File: src/rtl/gtech_event_qual_counter.sv
`default_nettype none
// +--------------------------------------------------------------------------+
// | gtech_event_qual_counter: synchronised A rising edge gated by NOT B,     |
// | emitted as a pulse and counted with sticky threshold/overflow flags.     |
// | Revision: 1.0                                                            |
// +--------------------------------------------------------------------------+
module gtech_event_qual_counter #(
   parameter int WIDTH       = 8,
   parameter int SYNC_STAGES = 2
) (
   input  logic             CP,
   input  logic             RST,
   input  logic             A,
   input  logic             B,
   input  logic             CLR,
   input  logic [WIDTH-1:0] THRESH,
   output logic             PULSE,
   output logic [WIDTH-1:0] COUNT,
   output logic             HIT,
   output logic             OVF
);

   localparam logic [WIDTH-1:0] C_MAX  = '1;
   localparam logic [WIDTH-1:0] C_ZERO = '0;

   logic [SYNC_STAGES-1:0] sync_q;
   logic                   a_d_q;
   logic                   pulse_q;
   logic [WIDTH-1:0]       count_q, count_d;
   logic                   hit_q, hit_d;
   logic                   ovf_q, ovf_d;
   logic                   w_a_s;
   logic                   w_rise;
   logic                   w_qual;
   logic [WIDTH-1:0]       w_count_inc;

   assign w_a_s       = sync_q[SYNC_STAGES-1];
   assign w_rise      = w_a_s & ~a_d_q;
   assign w_qual      = w_rise & ~B;
   assign w_count_inc = count_q + 1'b1;

   // Synchroniser and edge detector reset high so an A already high at
   // reset release is not mistaken for a fresh rising edge.
   always_ff @(posedge CP) begin
      if (RST) begin
         sync_q <= '1;
         a_d_q  <= 1'b1;
      end else begin
         sync_q <= {sync_q[SYNC_STAGES-2:0], A};
         a_d_q  <= w_a_s;
      end
   end

   always_comb begin
      count_d = count_q;
      hit_d   = hit_q;
      ovf_d   = ovf_q;
      if (CLR) begin
         count_d = C_ZERO;
         hit_d   = 1'b0;
         ovf_d   = 1'b0;
      end else if (w_qual) begin
         // Saturation is tested before the increment so the count never wraps.
         if (count_q != C_MAX) begin
            count_d = w_count_inc;
            if ((THRESH != C_ZERO) && (w_count_inc == THRESH)) begin
               hit_d = 1'b1;
            end
         end else begin
            ovf_d = 1'b1;
         end
      end
   end

   always_ff @(posedge CP) begin
      if (RST) begin
         pulse_q <= 1'b0;
         count_q <= C_ZERO;
         hit_q   <= 1'b0;
         ovf_q   <= 1'b0;
      end else begin
         pulse_q <= w_qual;
         count_q <= count_d;
         hit_q   <= hit_d;
         ovf_q   <= ovf_d;
      end
   end

   assign PULSE = pulse_q;
   assign COUNT = count_q;
   assign HIT   = hit_q;
   assign OVF   = ovf_q;

endmodule
`default_nettype wire

File: config.mk
export PLATFORM = sky130hd
export DESIGN_NAME = gtech_event_qual_counter
export DESIGN_NICKNAME = d
export VERILOG_FILES = /design/src/rtl/gtech_event_qual_counter.sv
export SDC_FILE = /design/constraint.sdc
export NUM_CORES = 1
export LEC_CHECK = 0
export ABC_AREA = 1
export ABC_CLOCK_PERIOD_IN_PS = 1280
export BUFFER_PORTS_ARGS = -buffer_cell sky130_fd_sc_hd__buf_2
export CAP_MARGIN = 20
export CORE_AREA = 4 4 49 51
export CTS_BUF_LIST = sky130_fd_sc_hd__clkbuf_16
export CTS_CLUSTER_DIAMETER = 100
export DETAILED_ROUTE_END_ITERATION = 8
export DIE_AREA = 0 0 53 55
export PLACE_DENSITY_LB_ADDON = 0.15
export SETUP_SLACK_MARGIN = 0.15
export SLEW_MARGIN = 5
export SYNTH_ARGS = -nofsm -noshare
export SYNTH_HDL_FRONTEND = slang
export SYNTH_SLANG_ARGS = --single-unit
export TNS_END_PERCENT = 1
File: constraint.sdc
create_clock -name CP -period 1.28 [get_ports CP]
set_input_delay 0.064 -clock CP [delete_from_list [all_inputs] [get_ports CP]]
set_output_delay 0.064 -clock CP [all_outputs]
set_load 0.1 [all_outputs]
==> results.py, run 1 <==
metrics = {
    "pwr": {
        "ir_drop_worst_vdd_mv": 0.587,
        "combPwrFrac_pct": 9.1,
        "intPower_mw": 0.877,
        "power_switching_mw": 0.236,
        "sequentialPowerShare_pct": 38.7,
        "power.switching_fraction_pct": 21.2,
        "total_leakage_power_nw": 0.641,
        "total_power_mw": 1.11,
        "relative_contribution_of_the_clock_network_to_total_power_pct": 52.2,
        "powerDensity_mw_per_mm2": 856,
    },
    "clock_tree": {
        "post-cts-setup-buffers": 0,
        "clock_path_buffers": 2,
        "cts-hold-fix-buffers": 0,
        "clk-insertion-delay-late_ns": 0.24,
        "cts_tree": "done",
        "buffer_cell_driving_the_clock_tree_root": "clkbuf_16",
        "clock_sinks": 14,
        "clkSlewWorstSetupHoldPaths_ns": 0.05,
        "h-tree-depth": 1,
        "numCtsBuffers": 3,
    },
    "floorplan": {
        "row_count": 16,
        "die_area_mm2": 0.00292,
        "die_width_um": 53,
        "start_util_pct": 44.5,
        "core_mm2": 0.00194,
        "floorplan.die.height_um": 55,
        "floorplan.io_pins": 24,
    },
    "placed_design": {
        "gpl.final_weighted_congestion": 0.851,
        "placedCellCount": 204,
        "placement.cell_area_mm2": 0.00119,
        "pre_cts_slack_ns": -0.0837,
        "dp_hpwl_mm": 1.85,
        "number_of_buffer_cells_added_on_primary_ports": 23,
    },
    "route": {
        "route.met3.wl_um": 126,
        "drc": 0,
        "ant_nets_after_route": 0,
        "avgViaCountPerCell": 5.06,
        "drt_first_iter_violations": 29,
        "vias_after_detailed_routing": 1047,
        "routedWlPerCell_um": 11.5,
        "wl_met1_um": 986,
        "drt_wl_total_mm": 2.37,
        "drt_pre_antenna_iters": 4,
        "maxUsedRoutingLayer": "met4",
        "met2_length_mm": 1.21,
    },
    "grt": {
        "grt_first_pass_wirelength_mm": 3.87,
        "grt_start_max_net_pins": 9,
        "antenna_found_initial": 0,
        "grt_util_all_layers_pct": 18.7,
        "grt_overflow": 0,
        "grt_pass1_vias": 931,
    },
    "cells_and_area": {
        "fill_cells": 181,
        "final_area_mm2": 0.00130,
        "num_antenna_cells": 0,
        "layout_commonest_cell": "nand2_1",
        "layout-drive-gt1-share_pct": 37.2,
        "area_overhead_vs_synth_pct": 50.4,
        "layout.core_utilization_pct": 66.9,
        "final-instance-count-excl-fill": 207,
        "layout.nets": 196,
        "layout_common_cells": "nand2_1 (37), inv_1 (20), nor2_1 (19), buf_2 (18), nand3_1 (16)",
    },
    "worst_hold_path": {
        "min_path_type": "in -> reg",
        "hold_path_end": "sync_q[0]",
        "worst_hold_startpoint": "A",
        "whs_path_depth": 2,
    },
    "setup_path": {
        "data_required_critical_path_ns": 1.41,
        "worst_setup_path_startpoint": "COUNT[1]",
        "regToRegStartpoint": "COUNT[1]",
        "crit_arrival_ns": 1.50,
        "cp.buffers_inverters": 1,
        "worstSetupPathType": "reg -> reg",
        "worst_r2r_path_depth": 10,
        "cpMostUsedCell": "nand2_1",
        "slowest_delay_ns": 0.35,
        "r2r_setup_slack_ns": -0.09,
        "crit_cells": 10,
        "critical_path.startpoint_type": "flip-flop",
        "timing.critical_path.max_delay_family": "simple AND/OR/NAND/NOR gates",
        "worst_r2r_endpoint": "HIT",
        "worst_setup_path_end_kind": "flip-flop",
        "largest_driver_fanout_on_the_critical_path": 8,
        "crit_path_cell_trace": "buf_4, nand2_2, nor2_4, nand2_1, nand2_1, nand3_1, nand2_1, nor2_1, nand3_1, a21oi_2",
        "worst_path_max_delay_cell": "dfxtp_4",
    },
    "yosys": {
        "yosysWarnings": 0,
        "ys_seq_elements": 14,
        "yosys.area.top_type": "dfxtp_1",
        "synthesis.area_um2": 865,
        "syn-num-nets": 155,
        "post_synth_inst_count": 141,
        "yosysUniqueCellTypes": 19,
        "area_fraction_of_the_dominant_cell_type_after_synthesis_pct": 32.4,
        "post_synth.cell_area_avg_um2": 6.13,
        "post_synth_main_area_contributors": "dfxtp_1 (32%), nand2_1 (16%), nand3_1 (10%)",
        "synth_sequential_area_ratio_pct": 32.4,
    },
    "timing": {
        "timing.clock.skew_ns": 0.00212,
        "final_ws_setup_ns": -0.0905,
        "rsz0062_at_grt": "true",
        "tightest_slew_ns": 0.487,
        "period_needed_ns": 1.37,
        "final.setup.tns_ns": -0.313,
        "final_hold_viol_count": 0,
        "timing.max_slew.rel_slack_pct": 67.7,
        "setup_viol": 7,
        "fin_hold_ws_ns": 0.00576,
        "period_share_pct": 107,
        "max_freq_mhz": 730,
        "timing.final.max_slew_violations": 0,
    },
    "run": {
        "max_cap_violations": 0,
    },
    "run_status": {
        "run_status": "complete, but fails checks",
        "violations": "setup timing",
    },
}
-- worst max-delay path by stage --
stage / slack (ns) / endpoint
detailed placement: -0.08 / HIT
global placement: -0.07 / HIT
floorplan: -0.23 / HIT
CTS: -0.09 / HIT
finish: -0.09 / HIT
global route: -0.20 / HIT
-- kinds of logic (layout without fill, tap and decap cells) --
kind of cell | count (synthesis) | count (layout) | share of synthesized area, %
AND/OR/NAND/NOR | 85 | 85 | 43.3
buffers and inverters | 24 | 63 | 11.1
adder cells (fa/ha/maj) | 1 | 1 | 1.45
XOR/XNOR | 1 | 1 | 1.01
AO/OA/AOI/OAI | 16 | 16 | 10.7
flip-flops | 14 | 14 | 32.4
-- power groups by stage --
stage,sequential [mW],clock [mW],combinational (mW)
detailed placement,0.439,0,0.0994
finish,0.430,0.581,0.102
global route,0.430,0.607,0.115
floorplan,0.453,0,0.0395
CTS,0.430,0.588,0.100
global placement,0.438,0,0.0975
-- state kept, by name, indices dropped and copies added, names as in the netlist --
name / count
COUNT: 8
HIT: 1
OVF: 1
a_d_q: 1
sync_q: 2
PULSE: 1
-- metal layers --
metal / up-vias / GRT usage (%)
met4: 0 / 8.94
met2: 37 / 34.5
met1: 479 / 20.6
met5: - / 0
li1: 524 / -
met3: 7 / 3.75
-- synth_stat cells --
cell type	number
nand2_1	38
nor2_4	2
a21oi_2	2
ha_1	1
buf_2	1
nand2_2	3
nor2_2	1
dfxtp_1	14
or2_2	3
inv_2	1
o21ai_0	6
clkinv_2	1
a21oi_1	4
a31oi_1	4
nand3_1	18
xnor2_1	1
inv_1	20
buf_4	1
nor2_1	20
-- what timing repair did --
item,in CTS,in global routing
endpoints found under the setup margin,12,12
pin swaps,2,6
resized for setup,3,6
hold endpoints to repair,0,0
-- final cells by class --
type / count / area (um2) / area share [%]
multi-input cells: 103 / 528 / 40.6
flip-flops and latches: 14 / 310 / 23.9
repair buffers: 38 / 269 / 20.7
inverters: 22 / 83.8 / 6.45
clock buffers: 3 / 75.1 / 5.77
well taps: 27 / 33.8 / 2.60
-- worst register-to-register path, stage by stage, from the launching register on --
cell and delay, ns:
dfxtp_4 0.35, buf_4 0.13, nand2_2 0.06, nor2_4 0.19, nand2_1 0.11, nand2_1 0.09
nand3_1 0.07, nand2_1 0.08, nor2_1 0.04, nand3_1 0.09, a21oi_2 0.05
No activity file was read; power rests on OpenSTA's default activity.
==> inputs of run 2 (changes only) <==
Settings changed: ABC_CLOCK_PERIOD_IN_PS 1280 to 1230, SETUP_SLACK_MARGIN 0.15 to not set.
Clock period 1.28 ns to 1.23 ns, I/O delays scaled along.
==> run 2 against run 1 <==
The run still ends with setup timing left. Core utilization rose by 5.9 points. Hold slack lost 0.0034 ns. Non-clock buffer count rose by 7. Clock power is 8.4% higher. Sequential share of layout area down 1.9 points. Critical endpoint unchanged. Largest power group unchanged. Highest routed layer unchanged.
==> results.py, run 2 (synthesis gave the netlist of run 1 again) <==
metrics = {
    "run_status": {
        "run_status": "complete, but fails checks",
        "violations": "setup timing",
    },
    "timing": {
        "setup_viol": 9,
        "period_share_pct": 116,
        "rsz0062_at_grt": "true",
        "timing.final.max_slew_violations": 0,
        "max_freq_mhz": 702,
        "period_needed_ns": 1.42,
        "timing.clock.skew_ns": 0.00519,
        "fin_hold_ws_ns": 0.00238,
        "timing.max_slew.rel_slack_pct": 67.8,
        "final_hold_viol_count": 0,
        "tightest_slew_ns": 0.487,
        "final_ws_setup_ns": -0.195,
    },
    "setup_path": {
        "crit_arrival_ns": 1.56,
        "worstSetupPathType": "reg -> reg",
        "worst_setup_path_end_kind": "flip-flop",
        "largest_driver_fanout_on_the_critical_path": 8,
        "data_required_critical_path_ns": 1.37,
        "critical_path.startpoint_type": "flip-flop",
    },
    "pwr": {
        "total_power_mw": 1.19,
        "ir_drop_worst_vdd_mv": 0.594,
        "powerDensity_mw_per_mm2": 841,
        "total_leakage_power_nw": 0.693,
    },
    "placed_design": {
        "dp_hpwl_mm": 1.88,
        "gpl.final_weighted_congestion": 0.833,
        "number_of_buffer_cells_added_on_primary_ports": 23,
        "placement.cell_area_mm2": 0.00127,
    },
    "route": {
        "avgViaCountPerCell": 4.99,
        "ant_nets_after_route": 0,
        "drt_pre_antenna_iters": 5,
        "drc": 0,
        "vias_after_detailed_routing": 1072,
        "routedWlPerCell_um": 12.0,
        "drt_first_iter_violations": 43,
        "drt_wl_total_mm": 2.57,
    },
    "cells_and_area": {
        "layout_common_cells": "nand2_1 (37), nor2_1 (20), buf_4 (20), inv_1 (19), buf_2 (18)",
        "fill_cells": 162,
        "multiInputGateArea_um2": 544,
        "largest_register_ff_count": 8,
        "final-seq-area_um2": 310,
        "final_area_mm2": 0.00141,
        "num_antenna_cells": 0,
        "area_overhead_vs_synth_pct": 63.5,
        "layout.nets": 203,
        "layout_commonest_cell": "nand2_1",
        "layout.core_utilization_pct": 72.8,
        "layout-drive-gt1-share_pct": 41.5,
    },
    "clock_tree": {
        "cts_tree": "done",
        "clk-insertion-delay-late_ns": 0.25,
        "buffer_cell_driving_the_clock_tree_root": "clkbuf_16",
        "clock_sinks": 14,
        "clock_path_buffers": 2,
        "h-tree-depth": 1,
        "numCtsBuffers": 3,
        "clkSlewWorstSetupHoldPaths_ns": 0.05,
    },
    "grt": {
        "grt_overflow": 0,
        "grt_util_all_layers_pct": 19.0,
        "grt_pass1_vias": 920,
        "grt_start_max_net_pins": 9,
        "antenna_found_initial": 0,
        "grt_first_pass_wirelength_mm": 3.95,
    },
    "floorplan": {
        "die_width_um": 53,
        "die_area_mm2": 0.00292,
        "core_mm2": 0.00194,
        "floorplan.io_pins": 24,
        "floorplan.die.height_um": 55,
        "start_util_pct": 44.5,
        "row_count": 16,
    },
    "run": {
        "max_cap_violations": 0,
    },
    "worst_hold_path": {
        "min_path_type": "in -> reg",
    },
}
[run 2: cell count changes in the layout (fill, tap and decap cells not counted), moves of 2 or more]
cell      delta
nand3_2      +3
buf_12       +3
buf_4        +5
clkbuf_4     -2
nand3_1      -3
[run 2: final cells by class]
cell class                 instances  share of cell area [%]
inverter                          22                    5.93
clock inverter                     1                   0.265
timing repair buffer              45                    25.7
tap                               27                    2.39
clock buffer                       3                    5.31
sequential                        14                    21.9
multi-input combinational        103                    38.5
[run 2: where the power goes]
group | switching (mW) | total, mW | internal (mW)
clock | 0.199 | 0.630 | 0.431
combinational | 0.0653 | 0.112 | 0.0465
sequential | 0.00303 | 0.447 | 0.444
total | 0.267 | 1.19 | 0.922
[run 2: metrics by stage]
stage / setup WS [ns] / TNS, ns / instances
finish: -0.195 / -0.582 / 215
global route: -0.276 / -1.15 / 215
CTS: -0.178 / -0.431 / 212
detailed placement: -0.154 / -0.781 / 208
global placement: -0.142 / -0.454 / 208
floorplan: -0.281 / -2.04 / 141
[run 2: worst paths after layout]
kind / start / endpoint / slack [ns] / depth (start not counted)
setup / recovery: COUNT[1] / HIT / -0.19 / 10
hold reg to reg: sync_q[0] / sync_q[1] / 0.41 / 1
hold / removal: A / sync_q[0] / 0.002 / 2
setup reg to reg: COUNT[1] / HIT / -0.19 / 10
[run 2: worst max-delay path, stage by stage, from the launching register on]
cell and delay (ns):
dfxtp_4 0.36, buf_6 0.11, nand2_2 0.06, nor2_4 0.26, nand2_1 0.12, nand2_1 0.10
nand3_1 0.07, nand2_1 0.08, nor2_1 0.04, nand3_1 0.08, a21oi_2 0.06
[run 2: repair_timing]
item	4_1_cts	5_1_grt
setup buffers	0	3
setup endpoints to repair	8	8
hold buffers	0	0
resized for setup	2	9
pin swaps	1	4
[run 2: metal layers]
layer	track usage, %	vias up	wire length, um	share of wire, %
li1	-	537	-	-
met1	23.7	480	1130	44
met2	32.6	47	1240	48
met3	3.22	8	163	6.3
met4	7.66	0	40	1.6
met5	0	-	0	0
==> inputs of run 3 (changes only) <==
Settings changed: ABC_CLOCK_PERIOD_IN_PS 1230 to 1700, CAP_MARGIN 20 to 40, CORE_AREA 4 4 49 51 to 4 4 46 48, DIE_AREA 0 0 53 55 to 0 0 50 52.
Clock period 1.23 ns to 1.7 ns, I/O delays scaled along.
==> run 3 against run 2 <==
The run now ends clean. Via count is 8.6% lower. Clock skew is 0.0022 ns lower. Clock power is 28% lower. Register-to-register slack better by 0.33 ns. Die area is 11% lower. Setup slack better by 0.33 ns. Non-clock buffer count is 19 lower. Sequential power is 25% lower. Combinational power is 39% lower. First-iteration DRC count is 19% higher. Largest cell class unchanged. Highest routed layer unchanged.
==> results.py, run 3 (synthesis gave the netlist of run 1 again) <==
metrics = {
    "floorplan": {
        "die_width_um": 50,
        "die_area_mm2": 0.00260,
        "floorplan.io_pins": 24,
        "core_mm2": 0.00171,
        "start_util_pct": 50.6,
        "floorplan.die.height_um": 52,
        "row_count": 15,
    },
    "timing": {
        "timing.final.max_slew_violations": 0,
        "max_freq_mhz": 640,
        "period_needed_ns": 1.56,
        "final_ws_setup_ns": 0.138,
        "period_share_pct": 91.9,
        "timing.max_slew.rel_slack_pct": 66.3,
        "timing.clock.skew_ns": 0.00298,
        "tightest_slew_ns": 0.504,
        "setup_viol": 0,
        "fin_hold_ws_ns": 0.0233,
        "final_hold_viol_count": 0,
    },
    "placed_design": {
        "pre_cts_slack_ns": 0.116,
        "gpl.final_weighted_congestion": 0.827,
        "dp_hpwl_mm": 1.67,
        "number_of_buffer_cells_added_on_primary_ports": 23,
    },
    "grt": {
        "antenna_found_initial": 0,
        "grt_util_all_layers_pct": 18.5,
        "grt_first_pass_wirelength_mm": 3.65,
        "grt_pass1_vias": 866,
        "grt_start_max_net_pins": 10,
        "grt_overflow": 0,
    },
    "route": {
        "drc": 0,
        "ant_nets_after_route": 0,
        "avgViaCountPerCell": 5.05,
        "drt_first_iter_violations": 51,
        "routedWlPerCell_um": 11.8,
        "drt_wl_total_mm": 2.28,
        "drt_pre_antenna_iters": 4,
        "vias_after_detailed_routing": 980,
    },
    "setup_path": {
        "largest_driver_fanout_on_the_critical_path": 8,
        "timing.critical_path.max_delay_family": "compound AO/OA/AOI/OAI gates",
        "crit_path_cell_trace": "ha_1, nand2_2, nor2_4, a21oi_4, buf_4, o21ai_0, a31oi_1",
        "cp.buffers_inverters": 1,
        "critical_path.startpoint_type": "flip-flop",
        "data_required_critical_path_ns": 1.86,
        "slowest_delay_ns": 0.36,
        "worst_path_max_delay_cell": "dfxtp_4",
        "crit_arrival_ns": 1.72,
        "worst_setup_path_end_kind": "flip-flop",
        "worstSetupPathType": "reg -> reg",
    },
    "clock_tree": {
        "clock_sinks": 14,
        "clock_path_buffers": 2,
        "numCtsBuffers": 3,
        "clkSlewWorstSetupHoldPaths_ns": 0.05,
        "cts-hold-fix-buffers": 0,
        "buffer_cell_driving_the_clock_tree_root": "clkbuf_16",
        "cts_tree": "done",
        "clk-insertion-delay-late_ns": 0.25,
        "h-tree-depth": 1,
    },
    "cells_and_area": {
        "final-seq-area_um2": 295,
        "area_overhead_vs_synth_pct": 29.8,
        "layout.nets": 184,
        "num_antenna_cells": 0,
        "largest_register_ff_count": 8,
        "layout_commonest_cell": "nand2_1",
        "layout_common_cells": "nand2_1 (38), buf_2 (23), inv_1 (20), nor2_1 (20), nand3_1 (18)",
        "fill_cells": 142,
        "multiInputGateArea_um2": 495,
        "layout-drive-gt1-share_pct": 29.6,
    },
    "run": {
        "max_cap_violations": 0,
    },
    "pwr": {
        "power_switching_mw": 0.185,
        "relative_contribution_of_the_clock_network_to_total_power_pct": 52.9,
        "power.switching_fraction_pct": 21.7,
        "powerDensity_mw_per_mm2": 760,
        "combPwrFrac_pct": 8.0,
        "ir_drop_worst_vdd_mv": 0.483,
        "sequentialPowerShare_pct": 39.1,
        "total_leakage_power_nw": 0.566,
        "intPower_mw": 0.668,
    },
    "run_status": {
        "run_status": "completed",
    },
    "worst_hold_path": {
        "min_path_type": "in -> reg",
    },
}
## run 3: layout make-up
type / instances / share of cell area, %
Clock buffer: 3 / 6.69
Timing Repair Buffer: 26 / 12.3
Clock inverter: 1 / 0.334
Multi-Input combinational cell: 103 / 44.1
Sequential cell: 14 / 26.3
Inverter: 22 / 7.47
Tap cell: 25 / 2.79
## run 3: repair_timing
action	in CTS	in global routing
buffers inserted	0	2
resized for setup	0	1
endpoints found under the setup margin	0	4
## run 3: per-layer routing
layer / wire length [um] / part of all wire, % / vias to the layer above / track usage [%]
met5: 0 / 0 / - / 0
met4: 33 / 1.4 / 0 / 6.91
met3: 125 / 5.5 / 5 / 3.44
met2: 1090 / 48 / 37 / 32.6
met1: 1030 / 45 / 438 / 22.0
li1: - / - / 500 / -
## run 3: worst reg2reg max path: stages (launching register included)
cell,delay (ns)
dfxtp_4,0.36
ha_1,0.23
nand2_2,0.13
nor2_4,0.07
a21oi_4,0.21
buf_4,0.19
o21ai_0,0.10
a31oi_1,0.18
## run 3: power by group through the flow
stage               clock (mW)  sequential, mW  combinational (mW)
finish                   0.451           0.334              0.0685
global route             0.470           0.334              0.0758
CTS                      0.447           0.334              0.0672
detailed placement           0           0.340              0.0667
global placement             0           0.340              0.0653
floorplan                    0           0.350              0.0294
## run 3: worst paths after layout
kind,from,end,slack [ns],depth (start not counted)
max reg2reg,COUNT[0],COUNT[3],0.14,7
min reg2reg,sync_q[0],sync_q[1],0.41,1
min,A,sync_q[0],0.02,2
max,COUNT[0],COUNT[3],0.14,7
## run 3: stage by stage
step                      instances  utilization, %  area, um2  TNS (ns)  power (mW)
final                           194            65.7       1120         0       0.853
after global routing            194            65.7       1120  -0.00412       0.879
after CTS                       192            64.4       1100         0       0.848
after detailed placement        188            59.8       1020         0       0.407
after global placement          188            59.8       1020         0       0.405
after floorplan                 141               -        880  -0.00668       0.379
